[config.mk]
export PLATFORM = sky130hd
export DESIGN_NAME = kgp_run_monitor
export DESIGN_NICKNAME = d
export VERILOG_FILES = /design/src/rtl/kgp_pkg.sv /design/src/rtl/kgp_sat_counter.sv /design/src/rtl/kgp_run_monitor.sv
export SDC_FILE = /design/constraint.sdc
export NUM_CORES = 1
export LEC_CHECK = 0
export BUFFER_PORTS_ARGS = -buffer_cell sky130_fd_sc_hd__buf_4
export CORE_AREA = 2 2 117 119
export CTS_CLUSTER_SIZE = 24
export DETAILED_ROUTE_END_ITERATION = 6
export DIE_AREA = 0 0 119 121
export GPL_ROUTABILITY_DRIVEN = 0
export PLACE_DENSITY_LB_ADDON = 0.08
export SYNTH_ARGS = -nofsm -noshare
export SYNTH_HDL_FRONTEND = slang
export SYNTH_SLANG_ARGS = --single-unit
[constraint.sdc]
create_clock -name _clk -period 3.2 [get_ports _clk]
set_input_delay 0.64 -clock _clk [delete_from_list [all_inputs] [get_ports _clk]]
set_output_delay 0.64 -clock _clk [all_outputs]
set_load 0.05 [all_outputs]
[src/rtl/kgp_pkg.sv]
// kgp_pkg: shared definitions for the KGP_RISC run-control monitor.
//   - kgp_state_e   : monitor FSM state encoding (3-bit)
//   - KGP_HALT_WORD : instruction encoding that ends a program (also used by
//                     the core decoder)
//   - kgp_is_busy() : busy decode from a registered state
package kgp_pkg;

    localparam logic [31:0] KGP_HALT_WORD = 32'hFFFF_FFFF;

    typedef enum logic [2:0] {
        ST_IDLE  = 3'd0,
        ST_RUN   = 3'd1,
        ST_DRAIN = 3'd2,
        ST_DONE  = 3'd3,
        ST_TMO   = 3'd4
    } kgp_state_e;

    function automatic logic kgp_is_busy(input kgp_state_e st);
        return (st == ST_RUN) || (st == ST_DRAIN);
    endfunction

endpackage

[src/rtl/kgp_sat_counter.sv]
// kgp_sat_counter: up-counter that sticks at all-ones instead of wrapping.
// Ports:
//   clk   in  1  clock
//   rst_n in  1  asynchronous active-low reset (count -> 0)
//   clr   in  1  synchronous clear, wins over en
//   en    in  1  count enable
//   cnt   out W  current count (registered)
module kgp_sat_counter #(
    parameter int W = 32
) (
    input  logic         clk,
    input  logic         rst_n,
    input  logic         clr,
    input  logic         en,
    output logic [W-1:0] cnt
);

    logic [W-1:0] cnt_q;
    logic [W-1:0] cnt_d;

    // Next count: clear, saturating increment, or hold.
    always_comb begin
        cnt_d = cnt_q;
        if (clr) begin
            cnt_d = '0;
        end else if (en && (cnt_q != '1)) begin
            cnt_d = cnt_q + {{(W-1){1'b0}}, 1'b1};
        end else begin
            cnt_d = cnt_q;
        end
    end

    // Count register.
    always_ff @(posedge clk or negedge rst_n) begin
        if (!rst_n) begin
            cnt_q <= '0;
        end else begin
            cnt_q <= cnt_d;
        end
    end

    assign cnt = cnt_q;

endmodule

[src/rtl/kgp_run_monitor.sv]
// kgp_run_monitor: run-control / halt monitor beside the KGP_RISC core.
// Detects the halt word on the retire stream, waits DRAIN_CYC cycles so the
// last writeback lands, then captures rout, the halt PC and run statistics.
// A cycle-budget watchdog (MAX_CYC, 0 = off) ends runaway programs.
// Optional build macro KGP_MON_STALL_EN adds STALL_CYC and the `stalled`
// output: a PC retiring STALL_CYC consecutive times is treated as a hang.
// Ports:
//   _clk, _rst        clock, asynchronous active-low reset
//   start, clr        begin monitoring / synchronous return to IDLE
//   instr_valid, currInstr, currPC, rout   core retire stream and result reg
//   busy, done, timeout, result_q, halt_pc, cycle_cnt, instr_cnt   status
//   stalled           (KGP_MON_STALL_EN only) stuck-PC detected
module kgp_run_monitor
    import kgp_pkg::*;
#(
    parameter int                 DATA_W    = 32,
    parameter logic [DATA_W-1:0]  HALT_WORD = DATA_W'(KGP_HALT_WORD),
    parameter int                 CNT_W     = 32,
    parameter int unsigned        DRAIN_CYC = 2,
    parameter int unsigned        MAX_CYC   = 1_000_000
`ifdef KGP_MON_STALL_EN
    ,
    parameter int unsigned        STALL_CYC = 64
`endif
) (
    input  logic              _clk,
    input  logic              _rst,
    input  logic              start,
    input  logic              clr,
    input  logic              instr_valid,
    input  logic [DATA_W-1:0] currInstr,
    input  logic [DATA_W-1:0] currPC,
    input  logic [DATA_W-1:0] rout,
    output logic              busy,
    output logic              done,
    output logic              timeout,
    output logic [DATA_W-1:0] result_q,
    output logic [DATA_W-1:0] halt_pc,
    output logic [CNT_W-1:0]  cycle_cnt,
    output logic [CNT_W-1:0]  instr_cnt
`ifdef KGP_MON_STALL_EN
    ,
    output logic              stalled
`endif
);

    localparam logic             WDOG_EN   = (MAX_CYC != 32'd0);
    localparam logic [CNT_W-1:0] WDOG_LAST = CNT_W'(MAX_CYC - 32'd1);

    kgp_state_e        state_q, state_d;
    logic [3:0]        drain_cnt_q, drain_cnt_d;
    logic [DATA_W-1:0] res_q, res_d;
    logic [DATA_W-1:0] halt_pc_q, halt_pc_d;
    logic              done_q, done_d;
    logic              timeout_q, timeout_d;

    logic is_halt_s, is_instr_s, in_run_s, launch_s, cnt_clr_s;
    logic wdog_hit_s, stall_hit_s;

    assign is_halt_s  = instr_valid && (currInstr == HALT_WORD);
    assign is_instr_s = instr_valid && (currInstr != HALT_WORD);
    assign in_run_s   = (state_q == ST_RUN);
    assign launch_s   = (state_q == ST_IDLE) && start;
    // clr also covers a start in the same cycle, so counters clear either way.
    assign cnt_clr_s  = clr || launch_s;
    assign wdog_hit_s = WDOG_EN && (cycle_cnt == WDOG_LAST);

    kgp_sat_counter #(.W(CNT_W)) u_cycle_cnt (
        .clk   (_clk),
        .rst_n (_rst),
        .clr   (cnt_clr_s),
        .en    (in_run_s),
        .cnt   (cycle_cnt)
    );

    kgp_sat_counter #(.W(CNT_W)) u_instr_cnt (
        .clk   (_clk),
        .rst_n (_rst),
        .clr   (cnt_clr_s),
        .en    (in_run_s && is_instr_s),
        .cnt   (instr_cnt)
    );

`ifdef KGP_MON_STALL_EN
    logic [DATA_W-1:0] last_pc_q, last_pc_d;
    logic              last_vld_q, last_vld_d;
    logic              stalled_q, stalled_d;
    logic [CNT_W-1:0]  rep_cnt_s;
    logic              same_pc_s;
    logic [CNT_W:0]    run_len_s;

    assign same_pc_s = last_vld_q && (currPC == last_pc_q);
    // rep_cnt_s counts repeats after the first sighting, so the run length
    // including the current instruction is rep_cnt_s + 2 on a repeat.
    assign run_len_s = same_pc_s ? ({1'b0, rep_cnt_s} + (CNT_W+1)'(2))
                                 : (CNT_W+1)'(1);
    assign stall_hit_s = in_run_s && is_instr_s
                         && (run_len_s >= (CNT_W+1)'(STALL_CYC));

    kgp_sat_counter #(.W(CNT_W)) u_stall_cnt (
        .clk   (_clk),
        .rst_n (_rst),
        .clr   (cnt_clr_s || (in_run_s && is_instr_s && !same_pc_s)),
        .en    (in_run_s && is_instr_s && same_pc_s),
        .cnt   (rep_cnt_s)
    );

    // Track the PC of the previous non-halt retirement and the sticky flag.
    always_comb begin
        last_pc_d  = last_pc_q;
        last_vld_d = last_vld_q;
        stalled_d  = stalled_q;
        if (cnt_clr_s) begin
            last_vld_d = 1'b0;
            last_pc_d  = '0;
            stalled_d  = 1'b0;
        end else if (in_run_s && is_instr_s) begin
            last_vld_d = 1'b1;
            last_pc_d  = currPC;
            stalled_d  = stalled_q || stall_hit_s;
        end else begin
            last_pc_d  = last_pc_q;
        end
    end

    // Stall-detector registers.
    always_ff @(posedge _clk or negedge _rst) begin
        if (!_rst) begin
            last_pc_q  <= '0;
            last_vld_q <= 1'b0;
            stalled_q  <= 1'b0;
        end else begin
            last_pc_q  <= last_pc_d;
            last_vld_q <= last_vld_d;
            stalled_q  <= stalled_d;
        end
    end

    assign stalled = stalled_q;
`else
    assign stall_hit_s = 1'b0;
`endif

    // FSM next state and capture registers; clr overrides everything.
    always_comb begin
        state_d     = state_q;
        drain_cnt_d = drain_cnt_q;
        res_d       = res_q;
        halt_pc_d   = halt_pc_q;
        done_d      = done_q;
        timeout_d   = timeout_q;
        if (clr) begin
            state_d     = ST_IDLE;
            drain_cnt_d = 4'd0;
            res_d       = '0;
            halt_pc_d   = '0;
            done_d      = 1'b0;
            timeout_d   = 1'b0;
        end else begin
            case (state_q)
                ST_IDLE: begin
                    if (start) begin
                        state_d   = ST_RUN;
                        res_d     = '0;
                        halt_pc_d = '0;
                        done_d    = 1'b0;
                        timeout_d = 1'b0;
                    end else begin
                        state_d   = ST_IDLE;
                    end
                end
                ST_RUN: begin
                    // Halt is checked first so it beats a same-cycle watchdog.
                    if (is_halt_s) begin
                        halt_pc_d   = currPC;
                        drain_cnt_d = 4'(DRAIN_CYC);
                        state_d     = ST_DRAIN;
                    end else if (wdog_hit_s || stall_hit_s) begin
                        timeout_d   = 1'b1;
                        state_d     = ST_TMO;
                    end else begin
                        state_d     = ST_RUN;
                    end
                end
                ST_DRAIN: begin
                    if (drain_cnt_q == 4'd0) begin
                        res_d   = rout;
                        done_d  = 1'b1;
                        state_d = ST_DONE;
                    end else begin
                        drain_cnt_d = drain_cnt_q - 4'd1;
                    end
                end
                ST_DONE: state_d = ST_DONE;
                ST_TMO:  state_d = ST_TMO;
                default: state_d = ST_IDLE;
            endcase
        end
    end

    // FSM and capture registers.
    always_ff @(posedge _clk or negedge _rst) begin
        if (!_rst) begin
            state_q     <= ST_IDLE;
            drain_cnt_q <= 4'd0;
            res_q       <= '0;
            halt_pc_q   <= '0;
            done_q      <= 1'b0;
            timeout_q   <= 1'b0;
        end else begin
            state_q     <= state_d;
            drain_cnt_q <= drain_cnt_d;
            res_q       <= res_d;
            halt_pc_q   <= halt_pc_d;
            done_q      <= done_d;
            timeout_q   <= timeout_d;
        end
    end

    assign busy     = kgp_is_busy(state_q);
    assign done     = done_q;
    assign timeout  = timeout_q;
    assign result_q = res_q;
    assign halt_pc  = halt_pc_q;

endmodule

==> results by group, run 1 <==
Global routing
  – Vias in the first global route: slightly below 6,000
  – Largest net degree at the start of global routing: 60
  – Initial antenna violation count: 0
  – Total track usage: 25.66%
  – Total grt overflow: 0
  – First-pass GRT wire length: between 20,000 and 30,000 µm

Floorplanning
  – Core footprint: 13,090 µm²
  – Die Y: 121 µm
  – Row count: 42
  – I/O pins: 232
  – Die ar.: 14,400 µm²
  – Initial Utilization: 49.41%
  – DIE WIDTH: roughly 120 µm

STA
  – Rel. slew slack: 27.08%
  – Final Cycle Share: 81.63%
  – Final Critical Period: 2612 ps
  – Unrepaired setup endpoints after global routing: no
  – Clock Skew: 6.499 ps
  – Achievable Freq: 0.3828 GHz
  – Worst slew pin tran: 1094 ps
  – Slew Limit Fails: 0
  – Final hold violation count: 0
  – Setup TNS: 0 ps
  – Setup violations, final: 0

Clocking
  – H-tree Lvls: 4
  – TritonCTS Buffers: 17
  – Clock transition at path regs: 60 ps
  – Hold buffers post-CTS: 0
  – Worst skew pair latency: approximately 430 ps
  – Clk buf depth: 2
  – Setup bufs post-CTS: 0
  – CTS tree: done
  – Post-cts sizing count: 0
  – Sink Count: 137
  – Root Buffer: clkbuf_16

Detailed routing
  – Drt pass-1 iters: 5
  – Routed WL: 18,520 µm
  – Vias post-DR: 6,185
  – Avg WL per Cell: roughly 17 µm
  – Initial DRC count: 598
  – Via density: 5.680
  – DRC viols: 0
  – Routed Antenna Nets: 0

Pwr
  – Clock power frac: 49.6%
  – VDD IR max: roughly 0.31 mV
  – Cell Pwr Density: 469.5 nW/µm²
  – Sw Share: a little under a quarter
  – Reg power frac: around two fifths
  – P_leak: around 4.3 nW
  – Psw: 0.0009970 W
  – Internal power: 0.003233 W
  – Combinational power share: 8.6%

Logic synthesis
  – Post-synth EDFFs: 0
  – Ys Warns: 0
  – Most frequent cells after synthesis: dfrtp_1 (137), nand2_1 (95), nand3_1 (58)
  – Synth area leader: dfrtp_1
  – Dominant cell by count in the synthesized netlist: dfrtp_1
  – Synthesized instance count: 676
  – Post-Synthesis Net Count: 781
  – Synth unique cells: 44
  – Area share of the largest cell type after synthesis: 53.03%
  – Dominant register cell in the synthesized netlist: dfrtp_1
  – Post-synth ARST share: 100.0%
  – Syn avg cell area: 9.564 µm²
  – Sequential area share after synthesis: a little over half
  – Synth Cell Area: about 6500 µm²
  – Number of synthesized register bits: about 140
  – Synth top area cells: dfrtp_1 (53%), nand2_1 (5.5%), nand3_1 (4.5%), a22o_1 (4.5%), nand4_1 (4.0%)

Worst setup path
  – Startpoint Class: flip-flop
  – R2R cell count: 7
  – Critical Path AT: 1970 ps
  – Crit end category: primary output
  – CP required: 2560 ps
  – WS Path Type: flip-flop to primary output
  – CP Max Fanout: 8

Min path
  – Min-delay worst type: primary input to asynchronous set/reset pin

Placement
  – Final HPWL DP: 13,050 µm
  – # port buffers: 231

Finish
  – Final core occ: between 60% and 70%
  – N_diodes: 0
  – Share of cells above drive strength 1: between 30% and 40%
  – Final Net Count: 1,005
  – Area Growth Syn to Fin: 39.38%

Outcome
  – Status: completed

Job
  – Max Cap Viol: 0
final timing paths:
path                               startpoint                  end  slack (ps)
max                                state_q[1]                 busy         590
min                                      _rst  u_instr_cnt.cnt[13]         170
max reg2reg                u_cycle_cnt.cnt[0]   u_cycle_cnt.cnt[6]         630
min reg2reg                       halt_pc[27]          halt_pc[27]         470
max in group asynchronous                _rst          halt_pc[10]        2200
min in group _clk                  currPC[23]          halt_pc[23]         420
sequential cells by signal, summed over array words and instances (netlist names):
signal,cells
done,1
drain_cnt_q,4
halt_pc,32
result_q,32
state_q,3
timeout,1
u_cycle_cnt.cnt,32
u_instr_cnt.cnt,32
routing by layer:
layer	part of all wire (%)	vias up	global-route usage [%]
li1	-	2888	-
met1	41	3030	32.33
met2	50	240	43.10
met3	7.0	27	7.049
met4	1.8	0	8.185
met5	0	-	0
critical path, stage by stage (launching register included):
cell and delay, ps:
dfrtp_1 450, or3b_1 610, nand2_1 250, buf_4 240
layout make-up:
type                    count  area, µm²
fillers                  1054       4074
flip-flops and latches    137       3428
multi-input cells         491       2865
repair buffers            240       1818
clock buffers              21      460.4
well taps                 176      220.2
clock inverters            11      170.2
inverters                  13      48.80
logic make-up (layout without fill, tap and decap cells):
| kind of cell | count (synthesis) | in the layout | share of synthesized area, % |
|---|---|---|---|
| AO/OA/AOI/OAI | 113 | 113 | 11.42 |
| XOR/XNOR | 31 | 31 | 4.200 |
| adder cells (fa/ha/maj) | 4 | 4 | 0.7742 |
| buffers and inverters | 48 | 285 | 2.903 |
| flip-flops | 137 | 137 | 53.03 |
| multiplexers | 2 | 2 | 0.3097 |
| AND/OR/NAND/NOR | 341 | 341 | 27.37 |
per-stage QoR:
stage / setup WS (ps) / total power [W] / hold WS, ps / area [µm²] / cells
2_1_floorplan: 583.9 / 0.001961 / 344.4 / 6465 / 676
3_3_place_gp: 682.1 / 0.002157 / 451.4 / 8381 / 1057
3_5_place_dp: 586.2 / 0.002165 / 457.1 / 8381 / 1057
4_1_cts: 580.1 / 0.004256 / 199.5 / 9011 / 1089
5_1_grt: 477.2 / 0.004368 / 209.4 / 9011 / 1089
6_report: 587.8 / 0.004230 / 171.8 / 9011 / 1089
placed cells by master (no fill, tap or decap), types with 2 or more instances in the layout:
cell	n
buf_4	238
dfrtp_1	137
nand2_1	95
nand3_1	58
nor2_1	48
nand4_1	41
a21oi_1	34
a22o_1	33
or3_1	31
o21ai_0	30
xor2_1	17
clkbuf_16	17
nor3_1	15
xnor2_1	14
nor4_1	14
inv_1	13
and3_1	7
and4_1	7
o211ai_1	4
or4_1	4
ha_1	4
clkinv_4	4
bufinv_16	4
nor3b_1	3
clkinv_2	3
and2_1	2
nor4b_2	2
mux2i_1	2
nor2_2	2
nor4b_1	2
a211oi_1	2
or3b_1	2
clkbuf_8	2
clkbuf_1	2
power by group through the flow:
| stage | logic (W) | registers (W) | clock network [W] |
|---|---|---|---|
| after CTS | 0.000366 | 0.00177 | 0.00212 |
| after global routing | 0.000391 | 0.00177 | 0.00221 |
| after floorplan | 0.0000915 | 0.00187 | 0 |
| after global placement | 0.000359 | 0.00180 | 0 |
| after detailed placement | 0.000365 | 0.00180 | 0 |
| final | 0.000363 | 0.00177 | 0.00210 |
No activity file was read; power rests on OpenSTA's default activity.
==> run 2, diff against run 1 <==
--- a/config.mk
+++ b/config.mk
@@ -5,11 +5,12 @@
 export SDC_FILE = /design/constraint.sdc
 export NUM_CORES = 1
 export LEC_CHECK = 0
+export ABC_AREA = 1
 export BUFFER_PORTS_ARGS = -buffer_cell sky130_fd_sc_hd__buf_4
-export CORE_AREA = 2 2 117 119
+export CORE_AREA = 2 2 133 135
 export CTS_CLUSTER_SIZE = 24
 export DETAILED_ROUTE_END_ITERATION = 6
-export DIE_AREA = 0 0 119 121
+export DIE_AREA = 0 0 135 137
 export GPL_ROUTABILITY_DRIVEN = 0
 export PLACE_DENSITY_LB_ADDON = 0.08
 export SYNTH_ARGS = -nofsm -noshare
==> constraint.sdc (replaced) <==
create_clock -name _clk -period 2.25 [get_ports _clk]
set_input_delay 0.45 -clock _clk [delete_from_list [all_inputs] [get_ports _clk]]
set_output_delay 0.45 -clock _clk [all_outputs]
set_load 0.05 [all_outputs]
==> results by group, run 2 <==
Logic synthesis
  – Synthesized instance count: 1,142 (was 676)
  – Synth unique cells: 37 (was 44)
  – Synth area leader: dfrtp_1 (unchanged)
  – Dominant cell by count in the synthesized netlist: nand2_1 (was dfrtp_1)
  – Area share of the largest cell type after synthesis: 42.83% (was 53.03%)
  – Synth Cell Area: 8005 µm² (was 6465 µm²)
  – Post-synth ARST share: 100.0% (unchanged)
  – Post-Synthesis Net Count: 1,247 (was 781)
  – Ys Warns: 0 (unchanged)
  – Number of synthesized register bits: 137 (unchanged)
  – Sequential area share after synthesis: 42.83% (was 53.03%)
  – Synth top area cells: dfrtp_1 (43%), nand2_1 (20%), nand3_1 (12%), nor2_1 (7.5%), inv_1 (2.9%) (was dfrtp_1 (53%), nand2_1 (5.5%), nand3_1 (4.5%), a22o_1 (4.5%), nand4_1 (4.0%))
  – Post-synth EDFFs: 0 (unchanged)
  – Syn avg cell area: 7.010 µm² (was 9.564 µm²)
  – Dominant register cell in the synthesized netlist: dfrtp_1 (unchanged)
  – Most frequent cells after synthesis: nand2_1 (430), nand3_1 (199), nor2_1 (160) (was dfrtp_1 (137), nand2_1 (95), nand3_1 (58))

Global routing
  – Largest net degree at the start of global routing: 45 (was 60)
  – Global routing usage on met2: 41.74% (was 43.10%)
  – Total track usage: 26.00% (was 25.66%)
  – Initial antenna violation count: 0 (unchanged)
  – Vias in the first global route: 7,576 (was 5,909)
  – GRT busiest layer: met2 (unchanged)
  – First-pass GRT wire length: 38,210 µm (was 29,570 µm)
  – Total grt overflow: 0 (unchanged)
  – Global Route met1 Usage: 34.80% (was 32.33%)
  – Met3 Use GR: 6.296% (was 7.049%)

Pwr
  – VDD IR max: 0.5377 mV (was 0.3122 mV)
  – P_leak: 5.388 nW (was 4.302 nW)
  – Internal power: 0.004505 W (was 0.003233 W)
  – Clock power frac: 48.3% (was 49.6%)
  – Psw: 0.001649 W (was 0.0009970 W)
  – Reg power frac: 41.0% (was 41.8%)
  – Tot Pwr: 0.006154 W (was 0.004230 W)
  – Sw Share: 26.80% (was 23.57%)
  – Combinational power share: 10.8% (was 8.6%)
  – Cell Pwr Density: 578.6 nW/µm² (was 469.5 nW/µm²)

Floorplanning
  – Die ar.: 18,500 µm² (was 14,400 µm²)
  – DIE WIDTH: 135 µm (was 119 µm)
  – Initial Utilization: 46.93% (was 49.41%)
  – I/O pins: 232 (unchanged)
  – Core footprint: 17,060 µm² (was 13,090 µm²)
  – Die Y: 137 µm (was 121 µm)
  – Row count: 48 (was 42)

STA
  – Rel. slew slack: 69.91% (was 27.08%)
  – Setup TNS: 0 ps (unchanged)
  – Final Cycle Share: 91.30%
  – Final Critical Period: 2054 ps
  – Slew Limit Fails: 0 (unchanged)
  – Final hold violation count: 0 (unchanged)
  – Setup violations, final: 0 (unchanged)
  – Final worst slack: 195.8 ps (was 587.8 ps)
  – Worst slew pin tran: 451.3 ps (was 1094 ps)
  – Achievable Freq: 0.4868 GHz
  – Clock Skew: 8.949 ps (was 6.499 ps)
  – Unrepaired setup endpoints after global routing: no (unchanged)

Detailed routing
  – Routed WL: 23,510 µm (was 18,520 µm)
  – Via density: 5.089 (was 5.680)
  – Routed Antenna Nets: 0 (unchanged)
  – Drt pass-1 iters: 5 (unchanged)
  – Vias post-DR: 8,214 (was 6,185)
  – Initial DRC count: 590 (was 598)
  – DRC viols: 0 (unchanged)
  – Avg WL per Cell: 14.57 µm (was 17.01 µm)

Clocking
  – Worst skew pair latency: 430 ps (about the same)
  – CTS tree: done (unchanged)
  – Setup bufs post-CTS: 0 (unchanged)
  – H-tree Lvls: 4 (unchanged)
  – Post-cts sizing count: 0 (unchanged)
  – Clock transition at path regs: 60 ps (about the same)
  – Clk buf depth: 2 (unchanged)
  – TritonCTS Buffers: 17 (unchanged)
  – Sink Count: 137 (unchanged)
  – Root Buffer: clkbuf_16 (unchanged)

Worst setup path
  – WS Path Type: flip-flop to flip-flop (was flip-flop to primary output)
  – Worst-path cell chain: ha_1, inv_2, nor2_8, nand2_4, nor2_4, nand2_4, nand2_8, nand2_8, inv_12, nand2_1, o21ai_2 (was or3b_1, nand2_1, buf_4)
  – Slowest stage cell, crit path: dfrtp_1 (was or3b_1)
  – Slowest stage delay, CP: 450 ps (was 610 ps)
  – Startpoint Class: flip-flop (unchanged)
  – CP delay by family, top: simple AND/OR/NAND/NOR gates (unchanged)
  – CP Max Fanout: 44 (was 8)
  – Crit end category: flip-flop (was primary output)
  – CP Buf/Inv Count: 2 (was 1)
  – Critical Path AT: 2410 ps (was 1970 ps)
  – CP required: 2600 ps (was 2560 ps)

Outcome
  – Status: completed (unchanged)

Min path
  – Min-delay worst type: primary input to flip-flop (was primary input to asynchronous set/reset pin)

Finish
  – Most frequent cells in the layout: nand2_1 (430), buf_4 (252), nand3_1 (199) (was buf_4 (238), dfrtp_1 (137), nand2_1 (95))
  – Final Net Count: 1,481 (was 1,005)
  – Commonest non-fill, non-tap cell in the layout: nand2_1 (was buf_4)
  – Area Growth Syn to Fin: 32.87% (was 39.38%)
  – N_diodes: 0 (unchanged)
  – Share of cells above drive strength 1: 24.62% (was 31.11%)

Placement
  – Final HPWL DP: 16,970 µm (was 13,050 µm)
  – # port buffers: 231 (unchanged)
  – Post-Place Setup Slack: 226.9 ps (was 586.2 ps)

Job
  – Max Cap Viol: 0 (unchanged)
run 2: worst min-delay path, delay by kind of cell:
| family | cells | cell delay, ps |
|---|---|---|
| buf+inv | 1 | 80 |
| simple gates | 2 | 110 |
run 2: cells by family (layout without fill, tap and decap cells):
logic type / Yosys count / count (layout) / share of synthesized area (%)
compound gates: 42 / 42 / 3.595
simple gates: 827 / 827 / 44.39
xor+xnor: 19 / 19 / 2.079
fa+ha+maj: 4 / 4 / 0.6252
buf+inv: 113 / 360 / 6.486
flops: 137 / 137 / 42.83
run 2: metal layers:
metal,share of wire [%],up-vias
li1,-,4102
met1,44,3822
met2,47,258
met3,6.9,32
met4,1.9,0
met5,0,-
run 2: worst paths after layout:
check / slack, ps / startpoint / cells after the start / endpoint
worst min register to register: 470 / result_q[27] / 2 / result_q[27]
max in group asynchronous: 1130 / _rst / 3 / halt_pc[31]
worst min-delay path: 240 / currPC[19] / 3 / halt_pc[19]
worst max-delay path: 200 / u_cycle_cnt.cnt[0] / 11 / u_cycle_cnt.cnt[6]
min in group asynchronous: 520 / _rst / 2 / u_cycle_cnt.cnt[13]
worst max register to register: 200 / u_cycle_cnt.cnt[0] / 11 / u_cycle_cnt.cnt[6]
run 2: metrics by stage:
stage | area [µm²] | util, % | std cells | hold WS (ps)
floorplan | 8005 | - | 1142 | 154.4
global placement | 10010 | 58.70 | 1581 | 411.4
detailed placement | 10010 | 58.70 | 1581 | 418.0
CTS | 10640 | 62.36 | 1614 | 226.0
global route | 10640 | 62.36 | 1614 | 237.8
finish | 10640 | 62.36 | 1614 | 237.8
run 2: cell type report:
cell class                      instances  area [µm²]
Inverter                               71       279.0
Fill cell                            1644        6420
Clock buffer                           18       429.2
Tap cell                              225       281.5
Sequential cell                       137        3428
Multi-Input combinational cell        892        4060
Clock inverter                         14       185.2
Timing Repair Buffer                  257        1973
run 2: power groups by stage:
| stage | combinational, W | sequential [W] | clock, W |
|---|---|---|---|
| 2_1_floorplan | 0.000251 | 0.00267 | 0 |
| 3_3_place_gp | 0.000664 | 0.00256 | 0 |
| 3_5_place_dp | 0.000670 | 0.00257 | 0 |
| 4_1_cts | 0.000673 | 0.00252 | 0.00301 |
| 5_1_grt | 0.000723 | 0.00252 | 0.00310 |
| 6_report | 0.000663 | 0.00252 | 0.00297 |
run 2: timing repair:
| action | 4_1_cts | 5_1_grt |
|---|---|---|
| hold buffers | 1 | 0 |
| endpoints found under the hold margin | 38 | 0 |
| endpoints found under the setup margin | 0 | 0 |
==> run 3, diff against run 2 <==
--- a/config.mk
+++ b/config.mk
@@ -13,6 +13,7 @@
 export DIE_AREA = 0 0 135 137
 export GPL_ROUTABILITY_DRIVEN = 0
 export PLACE_DENSITY_LB_ADDON = 0.08
+export RECOVER_POWER = 100
 export SYNTH_ARGS = -nofsm -noshare
 export SYNTH_HDL_FRONTEND = slang
 export SYNTH_SLANG_ARGS = --single-unit
==> results by group, run 3 (synthesis gave the netlist of run 2 again) <==
Clocking
  – Root Buffer: clkbuf_16 (unchanged)
  – Worst skew pair latency: 430 ps (about the same)
  – CTS tree: done (unchanged)
  – Clk buf depth: 2 (unchanged)
  – Sink Count: 137 (unchanged)
  – H-tree Lvls: 4 (unchanged)
  – Setup bufs post-CTS: 0 (unchanged)
  – TritonCTS Buffers: 17 (unchanged)
  – Clock transition at path regs: 60 ps (about the same)

Pwr
  – Clock power frac: 48.6% (was 48.3%)
  – Combinational power share: 10.1% (was 10.8%)
  – P_leak: 4.784 nW (was 5.388 nW)
  – Psw: 0.001638 W (was 0.001649 W)
  – Reg power frac: 41.3% (was 41.0%)
  – Cell Pwr Density: 608.8 nW/µm² (was 578.6 nW/µm²)
  – Sw Share: 26.81% (was 26.80%)
  – Internal power: 0.004470 W (was 0.004505 W)
  – VDD IR max: 0.5457 mV (was 0.5377 mV)
  – Tot Pwr: 0.006108 W (was 0.006154 W)

STA
  – Unrepaired setup endpoints after global routing: no (unchanged)
  – Final Cycle Share: 93.55% (was 91.30%)
  – Final worst slack: 145.0 ps (was 195.8 ps)
  – Achievable Freq: 0.4751 GHz (was 0.4868 GHz)
  – Slew Limit Fails: 0 (unchanged)
  – Rel. slew slack: 22.51% (was 69.91%)
  – Final hold violation count: 0 (unchanged)
  – Clock Skew: 9.336 ps (was 8.949 ps)
  – Final Critical Period: 2105 ps (was 2054 ps)
  – Worst slew pin tran: 1162 ps (was 451.3 ps)
  – Setup violations, final: 0 (unchanged)
  – Setup TNS: 0 ps (unchanged)

Detailed routing
  – Metal-1 WL: 10,480 µm (was 10,390 µm)
  – Drt pass-1 iters: 6 (was 5)
  – DRC viols: 0 (unchanged)
  – Met3 WL: 1637 µm (was 1628 µm)
  – Initial DRC count: 606 (was 590)
  – Vias post-DR: 8,206 (was 8,214)
  – Max layer used: met4 (unchanged)
  – WL met2: 10,940 µm (was 11,050 µm)
  – Routed Antenna Nets: 0 (unchanged)
  – Via density: 5.084 (was 5.089)
  – Avg WL per Cell: 14.55 µm (was 14.57 µm)
  – Routed WL: 23,490 µm (was 23,510 µm)

Min path
  – Min-delay worst type: primary input to flip-flop (unchanged)

Global routing
  – Largest net degree at the start of global routing: 45 (unchanged)
  – Vias in the first global route: 7,576 (unchanged)
  – Total grt overflow: 0 (unchanged)
  – First-pass GRT wire length: 38,210 µm (unchanged)
  – Total track usage: 26.00% (unchanged)
  – Initial antenna violation count: 0 (unchanged)

Placement
  – # port buffers: 231 (unchanged)
  – Final HPWL DP: 16,970 µm (unchanged)
  – Post-Place Setup Slack: 226.9 ps (unchanged)

Finish
  – Commonest non-fill, non-tap cell in the layout: nand2_1 (unchanged)
  – Final Net Count: 1,481 (unchanged)
  – N_diodes: 0 (unchanged)
  – Fill cell count: 1,822 (was 1,644)
  – Share of cells above drive strength 1: 13.32% (was 24.62%)
  – Seq. cell area: 3428 µm² (unchanged)
  – Multi-input logic area: 3978 µm² (was 4060 µm²)
  – Most frequent cells in the layout: nand2_1 (431), nand3_1 (199), nor2_1 (161) (was nand2_1 (430), buf_4 (252), nand3_1 (199))
  – Area Growth Syn to Fin: 25.32% (was 32.87%)

Job
  – Max Cap Viol: 0 (unchanged)

Floorplanning
  – Core footprint: 17,060 µm² (unchanged)
  – Die Y: 137 µm (unchanged)
  – I/O pins: 232 (unchanged)
  – Initial Utilization: 46.93% (unchanged)
  – Row count: 48 (unchanged)
  – Die ar.: 18,500 µm² (unchanged)
  – DIE WIDTH: 135 µm (unchanged)

Worst setup path
  – Startpoint Class: flip-flop (unchanged)
  – CP required: 1800 ps (was 2600 ps)
  – Critical Path AT: 1650 ps (was 2410 ps)
  – WS Path Type: flip-flop to primary output (was flip-flop to flip-flop)
  – Crit end category: primary output (was flip-flop)
  – CP Max Fanout: 6 (was 44)

Outcome
  – Status: completed (unchanged)
## run 3: layout make-up
type	instances	share of cell area, %
Multi-Input combinational cell	892	39.65
Sequential cell	137	34.17
Timing Repair Buffer	257	14.47
Clock buffer	18	4.278
Tap cell	225	2.806
Inverter	71	2.781
Clock inverter	14	1.846
## run 3: layer usage
| metal | GRT usage (%) | vias up |
|---|---|---|
| li1 | - | 4093 |
| met4 | 8.333 | 0 |
| met3 | 6.296 | 32 |
| met1 | 34.80 | 3807 |
| met2 | 41.74 | 274 |
| met5 | 0 | - |
## run 3: worst max-delay path: stages, from the launching register on
cell	delay [ps]
dfrtp_1	390
nor2_1	140
inv_1	100
nor2_4	110
inv_1	130
nand2_1	80
buf_2	280
## run 3: metrics by stage
stage / hold WS [ps] / instance area (µm²) / util, % / instances
floorplan: 154.4 / 8005 / - / 1142
global placement: 411.4 / 10010 / 58.70 / 1581
detailed placement: 418.0 / 10010 / 58.70 / 1581
CTS: 226.0 / 10640 / 62.36 / 1614
global route: 237.8 / 10030 / 58.82 / 1614
finish: 237.6 / 10030 / 58.82 / 1614
## run 3: final timing paths
path | startpoint | endpoint | slack, ps | cells after the start
setup / recovery | state_q[2] | busy | 150 | 6
hold / removal | currPC[19] | halt_pc[19] | 240 | 3
setup reg to reg | u_instr_cnt.cnt[1] | u_instr_cnt.cnt[13] | 210 | 11
hold reg to reg | result_q[27] | result_q[27] | 470 | 2
max in group asynchronous | _rst | halt_pc[6] | 330 | 3
min in group asynchronous | _rst | u_cycle_cnt.cnt[13] | 780 | 2
## run 3: power by group through the flow
stage	combinational [W]	clock (W)	sequential, W
after floorplan	0.000251	0	0.00267
after global placement	0.000664	0	0.00256
after detailed placement	0.000670	0	0.00257
after CTS	0.000673	0.00301	0.00252
after global routing	0.000678	0.00310	0.00252
final	0.000619	0.00297	0.00252
## run 3: repair_timing
item	4_1_cts	5_1_grt
gates resized for setup	0	0
hold buffers	1	0
endpoints found under the hold margin	38	0
